## src/rtl/pipe_stage_elastic.sv

```systemverilog
// Elastic 2-entry (main + skid) pipeline register with valid/ready on both sides and synchronous flush.
// Optional perf counters (stall_cnt, bubble_cnt) are built only when PIPE_STAGE_PERF_EN is defined.
module pipe_stage_elastic #(
  parameter int                DATA_W   = 32,
  parameter int                N_FIELDS = 5,
  parameter logic [DATA_W-1:0] RESET_PC = 'h00003000
) (
  input  logic                       clk,
  input  logic                       reset,
  input  logic                       flush,
  input  logic                       in_valid,
  output logic                       in_ready,
  input  logic [DATA_W-1:0]          in_ir,
  input  logic [DATA_W-1:0]          in_pc,
  input  logic [N_FIELDS*DATA_W-1:0] in_payload,
  output logic                       out_valid,
  input  logic                       out_ready,
  output logic [DATA_W-1:0]          out_ir,
  output logic [DATA_W-1:0]          out_pc,
  output logic [N_FIELDS*DATA_W-1:0] out_payload,
  output logic [31:0]                stall_cnt,
  output logic [31:0]                bubble_cnt
);

  typedef struct packed {
    logic [DATA_W-1:0]          ir;
    logic [DATA_W-1:0]          pc;
    logic [N_FIELDS*DATA_W-1:0] payload;
  } entry_t;

  typedef enum logic [1:0] {
    S_EMPTY = 2'd0,
    S_ONE   = 2'd1,
    S_FULL  = 2'd2
  } state_t;

  localparam entry_t BUBBLE = '{ir: '0, pc: RESET_PC, payload: '0};

  state_t state_q, state_d;
  entry_t main_q, main_d;
  entry_t skid_q, skid_d;
  logic   in_ready_q, in_ready_d;
  entry_t in_entry;
  logic   in_fire;
  logic   out_fire;

  assign in_entry  = '{ir: in_ir, pc: in_pc, payload: in_payload};
  assign in_ready  = in_ready_q;
  assign out_valid = (state_q != S_EMPTY);
  assign in_fire   = in_valid & in_ready_q;
  assign out_fire  = out_valid & out_ready;

  // The head entry is always main; it is held at BUBBLE whenever the stage is empty.
  assign out_ir      = main_q.ir;
  assign out_pc      = main_q.pc;
  assign out_payload = main_q.payload;

  always_comb begin
    state_d = state_q;
    main_d  = main_q;
    skid_d  = skid_q;
    if (flush) begin
      state_d = S_EMPTY;
      main_d  = BUBBLE;
      skid_d  = BUBBLE;
    end else begin
      case (state_q)
        S_EMPTY: begin
          if (in_fire) begin
            state_d = S_ONE;
            main_d  = in_entry;
          end
        end
        S_ONE: begin
          if (in_fire && out_fire) begin
            main_d = in_entry;
          end else if (in_fire) begin
            state_d = S_FULL;
            skid_d  = in_entry;
          end else if (out_fire) begin
            state_d = S_EMPTY;
            main_d  = BUBBLE;
          end
        end
        S_FULL: begin
          if (out_fire) begin
            state_d = S_ONE;
            main_d  = skid_q;
            skid_d  = BUBBLE;
          end
        end
        default: begin
          state_d = S_EMPTY;
          main_d  = BUBBLE;
          skid_d  = BUBBLE;
        end
      endcase
    end
    // Registered from the next state so in_ready has no combinational path from out_ready.
    in_ready_d = (state_d != S_FULL);
  end

  always_ff @(posedge clk or negedge reset) begin
    if (!reset) begin
      state_q    <= S_EMPTY;
      main_q     <= BUBBLE;
      skid_q     <= BUBBLE;
      in_ready_q <= 1'b1;
    end else begin
      state_q    <= state_d;
      main_q     <= main_d;
      skid_q     <= skid_d;
      in_ready_q <= in_ready_d;
    end
  end

`ifdef PIPE_STAGE_PERF_EN
  logic [31:0] stall_cnt_q, stall_cnt_d;
  logic [31:0] bubble_cnt_q, bubble_cnt_d;

  // Saturating counters; flush deliberately leaves them untouched.
  always_comb begin
    stall_cnt_d  = stall_cnt_q;
    bubble_cnt_d = bubble_cnt_q;
    if (out_valid && !out_ready && (stall_cnt_q != 32'hFFFF_FFFF)) begin
      stall_cnt_d = stall_cnt_q + 32'd1;
    end
    if (!out_valid && (bubble_cnt_q != 32'hFFFF_FFFF)) begin
      bubble_cnt_d = bubble_cnt_q + 32'd1;
    end
  end

  always_ff @(posedge clk or negedge reset) begin
    if (!reset) begin
      stall_cnt_q  <= '0;
      bubble_cnt_q <= '0;
    end else begin
      stall_cnt_q  <= stall_cnt_d;
      bubble_cnt_q <= bubble_cnt_d;
    end
  end

  assign stall_cnt  = stall_cnt_q;
  assign bubble_cnt = bubble_cnt_q;
`else
  assign stall_cnt  = 32'd0;
  assign bubble_cnt = 32'd0;
`endif

endmodule

```

## config.mk

```make
export PLATFORM = sky130hd
export DESIGN_NAME = pipe_stage_elastic
export DESIGN_NICKNAME = d
export VERILOG_FILES = /design/src/rtl/pipe_stage_elastic.sv
export SDC_FILE = /design/constraint.sdc
export NUM_CORES = 1
export LEC_CHECK = 0
export ABC_AREA = 1
export BUFFER_PORTS_ARGS = -buffer_cell sky130_fd_sc_hd__buf_2
export CAP_MARGIN = 5
export CORE_MARGIN = 5
export CORE_UTILIZATION = 40
export DETAILED_ROUTE_END_ITERATION = 8
export PLACE_DENSITY = 0.65
export SLEW_MARGIN = 20
export SYNTH_ARGS = -nofsm -noshare
export SYNTH_HDL_FRONTEND = slang
export SYNTH_SLANG_ARGS = --single-unit
```

## constraint.sdc

```tcl
create_clock -name clk -period 2.1 [get_ports clk]
set_clock_uncertainty 0.15 [all_clocks]
set_input_delay 0.21 -clock clk [delete_from_list [all_inputs] [get_ports clk]]
set_output_delay 0.21 -clock clk [all_outputs]
set_load 0.05 [all_outputs]
```

==> results of run 1 <==
[layer usage]
layer	vias up	wire length, um
met5	-	22
met2	841	39550
met4	4	2420
li1	12740	-
met3	160	5440
met1	11930	35920
[registers in the layout, indices dropped and copies added, names as in the netlist]
name,cells
skid_q,224
out_payload,160
out_ir,32
out_pc,32
state_q,2
in_ready,1
[cells in the final DEF, fill, tap and decap left out]
master / netlist / routed
sky130_fd_sc_hd__inv_6: 0 / 2
sky130_fd_sc_hd__buf_16: 0 / 3
sky130_fd_sc_hd__inv_1: 455 / 455
sky130_fd_sc_hd__bufinv_16: 0 / 5
sky130_fd_sc_hd__nand2_1: 1798 / 1798
sky130_fd_sc_hd__inv_4: 0 / 1
sky130_fd_sc_hd__xor2_1: 1 / 1
sky130_fd_sc_hd__buf_12: 0 / 45
sky130_fd_sc_hd__dlygate4sd3_1: 0 / 229
sky130_fd_sc_hd__a21oi_1: 2 / 2
sky130_fd_sc_hd__bufbuf_16: 0 / 1
sky130_fd_sc_hd__nor2_2: 2 / 1
sky130_fd_sc_hd__nand3_2: 1 / 1
sky130_fd_sc_hd__clkbuf_1: 114 / 15
sky130_fd_sc_hd__clkinvlp_4: 0 / 1
sky130_fd_sc_hd__buf_6: 0 / 6
sky130_fd_sc_hd__nor2_4: 0 / 2
sky130_fd_sc_hd__dfrtp_1: 446 / 446
sky130_fd_sc_hd__buf_8: 0 / 1
sky130_fd_sc_hd__buf_4: 64 / 55
sky130_fd_sc_hd__o21ai_0: 224 / 224
sky130_fd_sc_hd__clkbuf_16: 0 / 55
sky130_fd_sc_hd__buf_2: 98 / 452
sky130_fd_sc_hd__nor2_1: 453 / 452
sky130_fd_sc_hd__nand2_8: 0 / 5
sky130_fd_sc_hd__nand3_1: 225 / 225
sky130_fd_sc_hd__conb_1: 1 / 64
sky130_fd_sc_hd__clkinv_4: 0 / 1
sky130_fd_sc_hd__a21oi_4: 1 / 1
sky130_fd_sc_hd__clkbuf_8: 0 / 12
sky130_fd_sc_hd__diode_2: 0 / 3
sky130_fd_sc_hd__dfstp_2: 5 / 5
sky130_fd_sc_hd__clkinv_2: 0 / 8
[final cells by class]
type,instances,area [um^2]
flip-flops and latches,451,11290
clock inverters,14,176.4
diodes,3,7.507
well taps,846,1059
inverters,459,1762
clock buffers,80,1548
repair buffers,794,6116
multi-input cells,2776,11110
fillers,6112,29780
[through the flow]
stage	instance area [um^2]	hold slack [ns]	utilization, %	setup TNS [ns]
2_1_floorplan	25540	-0.2356	-	0
3_3_place_gp	28870	-0.04543	45.93	0
3_5_place_dp	28870	-0.04429	45.93	0
4_1_cts	32930	0.1096	52.39	0
5_1_grt	33070	0.1333	52.61	-0.01742
6_report	33070	0.1360	52.61	0
[how the worst min path moves through the flow]
stage / endpoint / slack (ns) / cells past startpoint
2_1_floorplan: out_ir[0]$_DFFE_PN0P_ / -0.24 / 0
3_3_place_gp: out_payload[6]$_DFFE_PN0P_ / -0.05 / 1
3_5_place_dp: out_payload[6]$_DFFE_PN0P_ / -0.04 / 1
4_1_cts: skid_q[172]$_DFFE_PN1P_ / 0.11 / 2
5_1_grt: out_pc[13]$_DFFE_PN1P_ / 0.13 / 2
6_report: skid_q[209]$_DFFE_PN0P_ / 0.14 / 3
[cells by family (layout without fill, tap and decap cells)]
kind of cell,count (synthesis),in the layout,synth area share [%]
AO/OA/AOI/OAI,227,227,4.534
XOR/XNOR,1,1,0.03461
buffers and inverters,763,1347,12.75
flip-flops,451,451,44.62
other,1,67,0.01482
AND/OR/NAND/NOR,2484,2484,38.05
[repair_timing]
item	CTS	global route
pin swaps	0	2
endpoints found under the hold margin	900	0
endpoints found under the setup margin	1	216
resized for setup	3	14
setup buffers	0	5
hold buffers	229	0
gates cloned	1	2
[worst max-delay path: stages, from the launching register on]
cell	delay, ns
sky130_fd_sc_hd__dfrtp_1	0.37
sky130_fd_sc_hd__buf_4	0.17
sky130_fd_sc_hd__nand2_8	0.10
sky130_fd_sc_hd__nand2_1	0.06
sky130_fd_sc_hd__nand2_1	0.17
sky130_fd_sc_hd__nand2_8	0.09
sky130_fd_sc_hd__nor2_4	0.20
sky130_fd_sc_hd__buf_12	0.29
sky130_fd_sc_hd__nand2_1	0.15
sky130_fd_sc_hd__nand2_1	0.08
[where the power goes]
part           internal [mW]  switching [mW]  total [mW]
combinational           1.81            4.78        6.59
clock                   5.54            3.76        9.29
sequential              9.41           0.429        9.84
==> impl_metrics.env, run 1 <==
export IMPL_final_critical_path_setup_slack_ns=0.1057
export IMPL_syn_area_um2=25310
export IMPL_finish_cell_count_without_fillers=5423
export IMPL_synth_flop_cell="sky130_fd_sc_hd__dfrtp_1"
export IMPL_rsz0062_at_grt="yes"
export IMPL_hold_path_class="in -> async"
export IMPL_fin_total_pwr_mw=25.72
export IMPL_regToRegStartpoint="state_q[0]$_DFF_PN0_"
export IMPL_rrSetupSlack_ns=0.11
export IMPL_grt_pass1_vias=24880
export IMPL_yosysUniqueCellTypes=20
export IMPL_worst_endpoint_arrival_ns=2.36
export IMPL_die_y_um=261.5
export IMPL_vias_per_cell=4.733
export IMPL_yosysTopAreaCellShare_pct=44.10
export IMPL_globalRoute_busiestLayer="met2"
export IMPL_die_area_um2=68400
export IMPL_drtAntennaViolNets=0
export IMPL_yosysTopAreaCell="sky130_fd_sc_hd__dfrtp_1"
export IMPL_cp_launch_type="register"
export IMPL_dpl_cell_count=5089
export IMPL_clkSlewWorstSetupHoldPaths_ns=0.06
export IMPL_chipWidth_um=261.5
export IMPL_num_rows=92
export IMPL_area_growth_pct=30.66
export IMPL_worst_setup_path_endpoint="out_payload[68]$_DFFE_PN0P_"
export IMPL_layout_min_cycle_time_ns=1.994
export IMPL_clkLatencyLatePin_ns=0.58
export IMPL_vdd_ir_drop_max_v=0.0005699
export IMPL_initial_core_util_pct=40.27
export IMPL_postSynth_asyncResetShare_pct=100.0
export IMPL_slew_violations=0
export IMPL_initial_antenna_violation_count=6
export IMPL_netlist_top_cells_area="sky130_fd_sc_hd__dfrtp_1 44%, sky130_fd_sc_hd__nand2_1 27%, sky130_fd_sc_hd__inv_1 6.7%"
export IMPL_post_synth_inst_count=3927
export IMPL_globalRouteMet3Util_pct=3.885
export IMPL_tritoncts_sinks=451
export IMPL_drt_pre_antenna_iters=5
export IMPL_cts_tree="done"
export IMPL_synthesis_yosys_warnings=0
export IMPL_worstRegToRegCells=9
export IMPL_grtUsageMet2_pct=39.78
export IMPL_critical_path_startpoint="state_q[0]$_DFF_PN0_"
export IMPL_worst_pin_slew_ns=1.017
export IMPL_drc_errors=0
export IMPL_setup_worst_path_class="reg -> reg"
export IMPL_leakagePower_nw=19.33
export IMPL_edff_count_synth=0
export IMPL_period_share_pct=94.97
export IMPL_grt_remaining_overflow=0
export IMPL_worst_rel_slew_slack_pct=31.98
export IMPL_synthesis_area_per_instance_um2=6.445
export IMPL_setup_viol_count_final=0
export IMPL_finalHoldViolCount=0
export IMPL_yosys_top_cells_count="1798 x sky130_fd_sc_hd__nand2_1, 455 x sky130_fd_sc_hd__inv_1, 453 x sky130_fd_sc_hd__nor2_1"
export IMPL_grt_max_degree=116
export IMPL_worst_r2r_endpoint="out_payload[68]$_DFFE_PN0P_"
export IMPL_number_of_design_rule_violations_left_by_the_first_detailed_router_iteration=2131
export IMPL_clock_tree_root_cell="sky130_fd_sc_hd__clkbuf_16"
export IMPL_clock_tree_buffer_depth=3
export IMPL_pwr_density_cell_nw_per_um2=777.8
export IMPL_run_status="finished clean"
export IMPL_htree_num_levels=2
export IMPL_num_io_pins=519
export IMPL_grt_use_met1_pct=31.55
export IMPL_drive_gt1_share_pct=14.49
export IMPL_end_kind="register"
export IMPL_wire_length_per_cell_um=15.37
export IMPL_preCtsSetupSlack_ns=0.02588
export IMPL_dp_final_hpwl_um=51050
export IMPL_tritoncts_buffer_count=52
export IMPL_worstPathRequired_ns=2.47
export IMPL_globalRouteTotalUtil_pct=23.61
export IMPL_wirelength_um=83350
export IMPL_core_area_um2=62850
export IMPL_placement_io_buffers=454
export IMPL_detailroute_via_count=25670
export IMPL_most_used_standard_cell_by_instance_count_after_synthesis="sky130_fd_sc_hd__nand2_1"
export IMPL_grt_first_pass_wirelength_um=132700
export IMPL_max_freq_ghz=0.5014
export IMPL_ys_ff_latch=451
export IMPL_maxCapViolCount=0
export IMPL_place_gp_congestion=0.7895
export IMPL_yosysSeqAreaShare_pct=44.62
export IMPL_worst_path_max_fanout=69
export IMPL_design_final_nets=4763
Power figures use the tool's default switching activity.
==> inputs of run 2 (changes only) <==
--- a/config.mk
+++ b/config.mk
@@ -10,6 +10,7 @@
 export CAP_MARGIN = 5
 export CORE_MARGIN = 5
 export CORE_UTILIZATION = 40
+export CTS_BUF_LIST = sky130_fd_sc_hd__clkbuf_8 sky130_fd_sc_hd__clkbuf_16
 export DETAILED_ROUTE_END_ITERATION = 8
 export PLACE_DENSITY = 0.65
 export SLEW_MARGIN = 20
==> impl_metrics.env, run 2 (synthesized netlist as in run 1, its figures left out) <==
export IMPL_run_status="finished clean"
export IMPL_tritoncts_buffer_count=52
export IMPL_vias_per_cell=4.714
export IMPL_placement_io_buffers=454
export IMPL_clock_tree_buffer_depth=3
export IMPL_area_growth_pct=30.66
export IMPL_chipWidth_um=261.5
export IMPL_setup_viol_count_final=0
export IMPL_detailroute_via_count=25570
export IMPL_switching_share_pct=34.98
export IMPL_worstPathRequired_ns=2.47
export IMPL_clkLatencyLatePin_ns=0.59
export IMPL_grt_pass1_vias=24880
export IMPL_switchingPower_mw=8.975
export IMPL_globalRouteTotalUtil_pct=23.60
export IMPL_htree_num_levels=2
export IMPL_top_register="skid_q"
export IMPL_initial_antenna_violation_count=6
export IMPL_clock_tree_root_cell="sky130_fd_sc_hd__clkbuf_16"
export IMPL_grt_remaining_overflow=0
export IMPL_worst_rel_slew_slack_pct=32.57
export IMPL_power_share_combinational_pct=25.7
export IMPL_layout_commonest_cell="sky130_fd_sc_hd__nand2_1"
export IMPL_wirelength_um=83330
export IMPL_hold_path_class="in -> async"
export IMPL_finalHoldViolCount=0
export IMPL_place_gp_congestion=0.7895
export IMPL_pwr_density_cell_nw_per_um2=775.9
export IMPL_worst_path_max_fanout=69
export IMPL_maxCapViolCount=0
export IMPL_seq_power_share_pct=38.4
export IMPL_end_kind="register"
export IMPL_initial_core_util_pct=40.27
export IMPL_rrSetupSlack_ns=0.10
export IMPL_worst_endpoint_arrival_ns=2.37
export IMPL_die_area_um2=68400
export IMPL_dp_final_hpwl_um=51050
export IMPL_grt_max_degree=116
export IMPL_rsz0062_at_grt="yes"
export IMPL_clock_power_share_pct=36.0
export IMPL_number_of_design_rule_violations_left_by_the_first_detailed_router_iteration=2092
export IMPL_layout_min_cycle_time_ns=1.998
export IMPL_drt_pre_antenna_iters=6
export IMPL_drive_gt1_share_pct=14.49
export IMPL_dpl_cell_area_um2=28870
export IMPL_p_int_mw=16.68
export IMPL_core_area_um2=62850
export IMPL_drtAntennaViolNets=0
export IMPL_leakagePower_nw=19.40
export IMPL_wire_length_per_cell_um=15.37
export IMPL_num_rows=92
export IMPL_largest_register_ff_count=224
export IMPL_tritoncts_sinks=451
export IMPL_cp_launch_type="register"
export IMPL_grt_first_pass_wirelength_um=132700
export IMPL_cts_tree="done"
export IMPL_layout_cell_area_non_filler_um2=33070
export IMPL_num_io_pins=519
export IMPL_slew_violations=0
export IMPL_worst_pin_slew_ns=1.008
export IMPL_max_freq_ghz=0.5006
export IMPL_design_final_nets=4763
export IMPL_clkSlewWorstSetupHoldPaths_ns=0.06
export IMPL_fin_util_pct=52.61
export IMPL_vdd_ir_drop_max_v=0.0005693
export IMPL_mostFrequentLayoutCells="1798 x sky130_fd_sc_hd__nand2_1, 470 x sky130_fd_sc_hd__inv_1, 452 x sky130_fd_sc_hd__nor2_1, 452 x sky130_fd_sc_hd__buf_2, 446 x sky130_fd_sc_hd__dfrtp_1"
export IMPL_period_share_pct=95.13
export IMPL_drc_errors=0
export IMPL_setup_worst_path_class="reg -> reg"
export IMPL_die_y_um=261.5
[run 2: layer usage]
| layer | track usage, % | vias to the layer above | share of wire [%] |
|---|---|---|---|
| li1 | - | 12740 | - |
| met2 | 39.80 | 810 | 47 |
| met5 | 0 | - | 0.026 |
| met3 | 3.857 | 160 | 6.3 |
| met1 | 31.56 | 11850 | 43 |
| met4 | 6.818 | 4 | 2.9 |
[run 2: worst paths after layout]
path                       depth (start not counted)                           to               startpoint
max                                                9  out_payload[68]$_DFFE_PN0P_     state_q[0]$_DFF_PN0_
min                                                2      skid_q[172]$_DFFE_PN1P_                    reset
max reg2reg                                        9  out_payload[68]$_DFFE_PN0P_     state_q[0]$_DFF_PN0_
min reg2reg                                        2      skid_q[173]$_DFFE_PN1P_  skid_q[173]$_DFFE_PN1P_
max in group asynchronous                          3      skid_q[170]$_DFFE_PN0P_                    reset
min in group clk                                   2      skid_q[173]$_DFFE_PN1P_  skid_q[173]$_DFFE_PN1P_
[run 2: area by class of cell]
class                      instances  area, um^2
tap                              846        1059
inverter                         459        1762
multi-input combinational       2776       11110
fill                            6112       29780
clock buffer                      65        1491
sequential                       451       11290
clock inverter                    29       232.7
timing repair buffer             794        6116
antenna                            3       7.507
[run 2: metrics by stage]
step                      instances  hold WS, ns  power, mW  setup WS [ns]  setup TNS [ns]
after floorplan                3990      -0.2356      14.11        0.03859               0
after global placement         5089     -0.04543      16.11       0.007272               0
after detailed placement       5089     -0.04429      16.15        0.02588               0
after CTS                      5413       0.1096      25.82       0.003464               0
after global routing           5423       0.1333      26.87      -0.009558        -0.01832
final                          5423       0.1340      25.66         0.1023               0
[run 2: timing repair]
| item | CTS | global route |
|---|---|---|
| gates cloned | 1 | 2 |
| buffers inserted | 0 | 5 |
| hold buffers | 229 | 0 |
| endpoints found under the setup margin | 1 | 213 |
| pin swaps | 0 | 2 |
| hold endpoints to repair | 900 | 0 |
| gates resized for setup | 3 | 14 |
[run 2: power groups by stage]
stage	logic, mW	registers (mW)	clock network [mW]
5_1_grt	7.16	9.91	9.79
4_1_cts	6.57	9.83	9.42
3_5_place_dp	6.18	9.97	0
2_1_floorplan	2.60	11.5	0
6_report	6.58	9.84	9.23
3_3_place_gp	6.13	9.97	0
[run 2: critical path: stages (launching register included)]
cell and delay [ns]:
sky130_fd_sc_hd__dfrtp_1 0.37, sky130_fd_sc_hd__buf_4 0.17, sky130_fd_sc_hd__nand2_8 0.10, sky130_fd_sc_hd__nand2_1 0.06, sky130_fd_sc_hd__nand2_1 0.17, sky130_fd_sc_hd__nand2_8 0.09
sky130_fd_sc_hd__nor2_4 0.20, sky130_fd_sc_hd__buf_12 0.29, sky130_fd_sc_hd__nand2_1 0.15, sky130_fd_sc_hd__nand2_1 0.08
